## src/rtl/gvizi_pkg.sv

```systemverilog
// gvizi_pkg: shared state encoding and default sizes for the per-channel delay timer
package gvizi_pkg;
    typedef enum logic [1:0] {ST_IDLE, ST_RUN, ST_DONE} dly_state_t;
    localparam int N_CH_DEF = 4;
    localparam int CNT_W_DEF = 16;
endpackage

```

## src/rtl/delay_ch_slot.sv

```systemverilog
// delay_ch_slot: one channel's shadow delay, enable and sticky fired flag
module delay_ch_slot
    import gvizi_pkg::*;
#(
    parameter int CNT_W = CNT_W_DEF
) (
    input  logic             i_clk,
    input  logic             i_reset,
    input  logic             i_load,
    input  logic             i_clear,
    input  logic             i_run,
    input  logic [CNT_W-1:0] i_cnt,
    input  logic [CNT_W-1:0] i_delay,
    input  logic             i_en,
    output logic             o_fired,
    output logic             o_done_ok
);
    logic [CNT_W-1:0] shadow_q, shadow_d;
    logic en_q, en_d, fired_q, fired_d, hit;
    assign hit = i_run & en_q & (i_cnt == shadow_q);
    assign o_done_ok = fired_q | hit | ~en_q;
    assign o_fired = fired_q;
    always_comb begin
        shadow_d = i_load ? i_delay : shadow_q;
        en_d = i_load ? i_en : en_q;
        // Disabled channels park high so upstream never discharges them
        fired_d = (i_load | i_clear) ? ~i_en : (fired_q | hit);
    end
    always_ff @(posedge i_clk or posedge i_reset) begin
        if (i_reset) begin
            shadow_q <= '0;
            en_q <= 1'b0;
            fired_q <= 1'b0;
        end else begin
            shadow_q <= shadow_d;
            en_q <= en_d;
            fired_q <= fired_d;
        end
    end
endmodule

```

## src/rtl/delay_ch_counter.sv

```systemverilog
// delay_ch_counter: shared up-counter ending each channel's discharge after its programmed delay
module delay_ch_counter
    import gvizi_pkg::*;
#(
    parameter int N_CH = N_CH_DEF,
    parameter int CNT_W = CNT_W_DEF
) (
    input  logic                  i_clk,
    input  logic                  i_reset,
    input  logic                  i_startcounter,
    input  logic [N_CH*CNT_W-1:0] i_delay,
    input  logic [N_CH-1:0]       i_ch_en,
    output logic [N_CH-1:0]       o_reset_ch,
    output logic                  o_busy,
    output logic                  o_done,
    output logic                  o_abort,
    output logic [CNT_W-1:0]      o_count
);
    dly_state_t state_q, state_d;
    logic start_q;
    logic [CNT_W-1:0] cnt_q, cnt_d;
    logic done_q, done_d, abort_q, abort_d;
    logic exit, load, clear, run;
    logic [N_CH-1:0] done_ok;
    assign exit = (state_q != ST_IDLE) & ~i_startcounter;
    assign load = (state_q == ST_IDLE) & i_startcounter & ~start_q;
    assign clear = (state_q == ST_IDLE) | exit;
    assign run = (state_q == ST_RUN) & i_startcounter;
    assign abort_d = (state_q == ST_RUN) & ~i_startcounter;
    assign done_d = run & (&done_ok);
    always_comb begin
        state_d = exit ? ST_IDLE : load ? ST_RUN : done_d ? ST_DONE : state_q;
        // Compare uses the pre-increment value, so an all-ones delay still fires
        cnt_d = (load | abort_d) ? '0 : (run & ~&cnt_q) ? cnt_q + CNT_W'(1) : cnt_q;
    end
    always_ff @(posedge i_clk or posedge i_reset) begin
        if (i_reset) begin
            state_q <= ST_IDLE;
            start_q <= 1'b0;
            cnt_q <= '0;
            done_q <= 1'b0;
            abort_q <= 1'b0;
        end else begin
            state_q <= state_d;
            start_q <= i_startcounter;
            cnt_q <= cnt_d;
            done_q <= done_d;
            abort_q <= abort_d;
        end
    end
    for (genvar i = 0; i < N_CH; i++) begin : g_slot
        delay_ch_slot #(.CNT_W(CNT_W)) u_slot (
            .i_clk    (i_clk),
            .i_reset  (i_reset),
            .i_load   (load),
            .i_clear  (clear),
            .i_run    (run),
            .i_cnt    (cnt_q),
            .i_delay  (i_delay[i*CNT_W +: CNT_W]),
            .i_en     (i_ch_en[i]),
            .o_fired  (o_reset_ch[i]),
            .o_done_ok(done_ok[i])
        );
    end
    assign o_busy = (state_q == ST_RUN);
    assign o_done = done_q;
    assign o_abort = abort_q;
    assign o_count = cnt_q;
endmodule
```

## config.mk

```make
export PLATFORM = sky130hd
export DESIGN_NAME = delay_ch_counter
export DESIGN_NICKNAME = d
export VERILOG_FILES = /design/src/rtl/gvizi_pkg.sv /design/src/rtl/delay_ch_slot.sv /design/src/rtl/delay_ch_counter.sv
export SDC_FILE = /design/constraint.sdc
export NUM_CORES = 1
export LEC_CHECK = 0
export ABC_CLOCK_PERIOD_IN_PS = 7300
export BUFFER_PORTS_ARGS = -buffer_cell sky130_fd_sc_hd__buf_4
export CAP_MARGIN = 20
export CORE_UTILIZATION = 59
export CTS_CLUSTER_DIAMETER = 100
export DETAILED_ROUTE_END_ITERATION = 10
export PLACE_DENSITY = 0.85
export SLEW_MARGIN = 15
export SYNTH_ARGS = -nofsm -noshare
export SYNTH_HDL_FRONTEND = slang
export SYNTH_SLANG_ARGS = --single-unit
export TNS_END_PERCENT = 30
```

## constraint.sdc

```tcl
create_clock -name i_clk -period 7.3 [get_ports i_clk]
set_clock_uncertainty 0.05 [all_clocks]
set_input_delay 1.095 -clock i_clk [delete_from_list [all_inputs] [get_ports i_clk]]
set_output_delay 1.095 -clock i_clk [all_outputs]
set_load 0.05 [all_outputs]
```

==> metrics.txt <==
post-CTS setup buffers 0; post-synthesis compound-gate area fraction 3.07%; Main synth FF type dfrtp_1; first-pass GRT wire length about 18 mm; reg2reg path depth 7; drt wl/cell 16.0 µm; die area 8090 µm²; post-synthesis sequential area ratio 51.0%; Core Area between 7000 and 8000 µm²; Setup CP Type register to output pin; top cell type by total area after synthesis dfrtp_1; Post-Route WL around 11 mm; CP Buf/Inv Count 1; Layout area overhead 20.0%; Final Hold Viols 0; clock sinks 93; Min-Delay Path Depth 2; CP endpoint kind output pin; I/O pin total 94; EDFF count, synth 0; cells after synthesis roughly 510; Hold Buf Count CTS 0; Post-Syn Area around 4600 µm²; largest net degree at the start of global routing between 90 and 100; Pre-antenna DRT Iters 4; Worst R2R End o_count[7]; critical path peak fanout 10; Final min period ~2.6 ns; max_cap viols 0; Clock transition at path regs roughly 0.09 ns; fmax approximately 390 MHz; PwrDens 340 nW/µm²; TritonCTS clock tree built; delay-heaviest family, CP flip-flops; RSZ-0062 raised after global routing false; fin. max-slew vios 0; ratio of cells with drive above 1 in the final layout 20.6%; RR Startpoint o_count[6]; status complete, no violations; worst slew pin tran ~0.84 ns; Simple-Gate Fraction of Synth Area 25.2%; fillers between 500 and 600; Synth top cells by count 203 x nand2_1, 93 x dfrtp_1, 49 x xnor2_1; Post-layout nets 655; TNS Setup 0 ns; min-delay src g_slot[0].u_slot.shadow_q[1]; flop-to-flop setup slack 4.85 ns; Synth Area in Adders less than 1%; worst-skew pair later-pin latency around 0.36 ns; worst path arrival time 1.42 ns; Final Setup Violations 0; maximum vdd drop ~0.21 mV; vias in the first global route around 3700; number of DRC markers in iteration 0 285; Hold Path Class register to register; Final period util between 30% and 40%; most numerous cell in the Yosys netlist nand2_1; GR Overflow Total 0; ranking of synthesized cells by area dfrtp_1 51%, nand2_1 17%, xnor2_1 9.4%; RePlAce Congestion 0.887; #FFs+latches synth 93; # diodes 0; post-CTS sizing 0; via/cell ratio approximately 5.4; DP HPWL roughly 7.6 mm; top cell type's share of synthesized area between 50% and 60%; Vias between 3000 and 4000; Die Ht 89.9 µm; Rel. slew slack between 40 and 50%; final core utilization roughly 74%; Post-synth ARST share 100%; post-synthesis xor/xnor area fraction 14.8%; critical path's slowest cell dfrtp_1; WP data required slightly above 6 ns; crit-path max cell delay about 0.75 ns; Total GRT Usage a little under 30%; CTS Root Cell clkbuf_8; CTS H-tree lvls 3; DRC violations left 0; largest family of logic cells by synthesized area simple AND/OR/NAND/NOR gates; Pleak 2.79 nW; Row Count 31; Worst Hold Path EP g_slot[0].u_slot.shadow_q[1]; CTS buffer count 9; synth warn 0; Port Buffer Count 93; Synth cell types 37; Clock Path Buffers 2; crit path cell chain buf_4; syn_area_per_cell 8.91 µm²; Antenna Nets Post-Route 0; Net Count, Synth 584; Initial Utilization between 60% and 70%; Startpoint Class register; mux contribution to synthesized area 0.439%; DIE WIDTH 89.9 µm; initial antenna violation count 0
==> routing by layer <==
layer	part of all wire, %	wire, µm	global-route usage, %
met1	41	4550	39.8
met3	8.5	930	6.01
met4	2.5	276	13.3
met2	48	5240	46.3
met5	0	0	0
==> sequential cells by signal, summed over array words and instances (netlist names) <==
| register | cells |
|---|---|
| g_slot.u_slot.o_fired | 4 |
| o_done | 1 |
| g_slot.u_slot.shadow_q | 64 |
| o_abort | 1 |
| o_count | 16 |
| g_slot.u_slot.en_q | 4 |
| start_q | 1 |
| state_q | 2 |
==> stage by stage <==
step / hold slack [ns] / area, µm² / total power, mW / instances / worst slack [ns]
after global routing: 0.475 / 5470 / 1.98 / 686 / 4.71
after detailed placement: 0.432 / 5210 / 1.44 / 670 / 4.53
after floorplan: 0.415 / 4560 / 1.28 / 512 / 3.73
after global placement: 0.427 / 5210 / 1.40 / 670 / 4.64
after CTS: 0.453 / 5460 / 1.86 / 685 / 4.78
final: 0.452 / 5470 / 1.86 / 686 / 4.73
==> logic make-up after synthesis <==
logic type / Yosys count
muxes: 2
adders and majority gates: 1
DFF: 93
AOI/OAI and AO/OA: 22
and+or+nand+nor: 271
buffers and inverters: 46
xor gates and xnor gates: 77
==> area by class of cell <==
cell class,instances,area (µm²),area share [%]
clock buffers,11,151,2.77
well taps,99,124,2.26
repair buffers,98,739,13.5
inverters,8,31.3,0.572
clock inverters,4,95.1,1.74
multi-input cells,373,2000,36.6
flip-flops and latches,93,2330,42.5
==> layout by cell type, fill, tap and decap left out, drive strengths merged, types with 2 or more instances in the layout <==
master and n:
a21oi 4, and3 5, and4 3, buf 98
bufinv 3, clkbuf 11, clkinv 2, dfrtp 93
inv 7, mux2i 2, nand2 203, nand3 9
nand3b 2, nand4 15, nor2 18, nor3 3
nor4 6, o21ai 12, or3 2, xnor2 49
xor2 28
==> report_power, final <==
group          switching (mW)  leakage (nW)  total (mW)  internal [mW]
combinational           0.315          1.49       0.570          0.255
clock                   0.178         0.125       0.422          0.244
sequential              0.161          1.18       0.867          0.706
==> worst max-delay path by stage <==
stage                               from                     to  slack, ns  depth (start not counted)
after floorplan                  i_reset  g_slot[0].u_slot.en_q       3.73                          1
after global placement    i_startcounter             state_q[0]       4.64                          8
after detailed placement  i_startcounter             state_q[1]       4.53                          8
after CTS                     o_count[6]             o_count[6]       4.78                          1
after global routing      i_startcounter             state_q[0]       4.71                          8
final                         o_count[6]             o_count[6]       4.73                          1
Power figures use the tool's default switching activity.
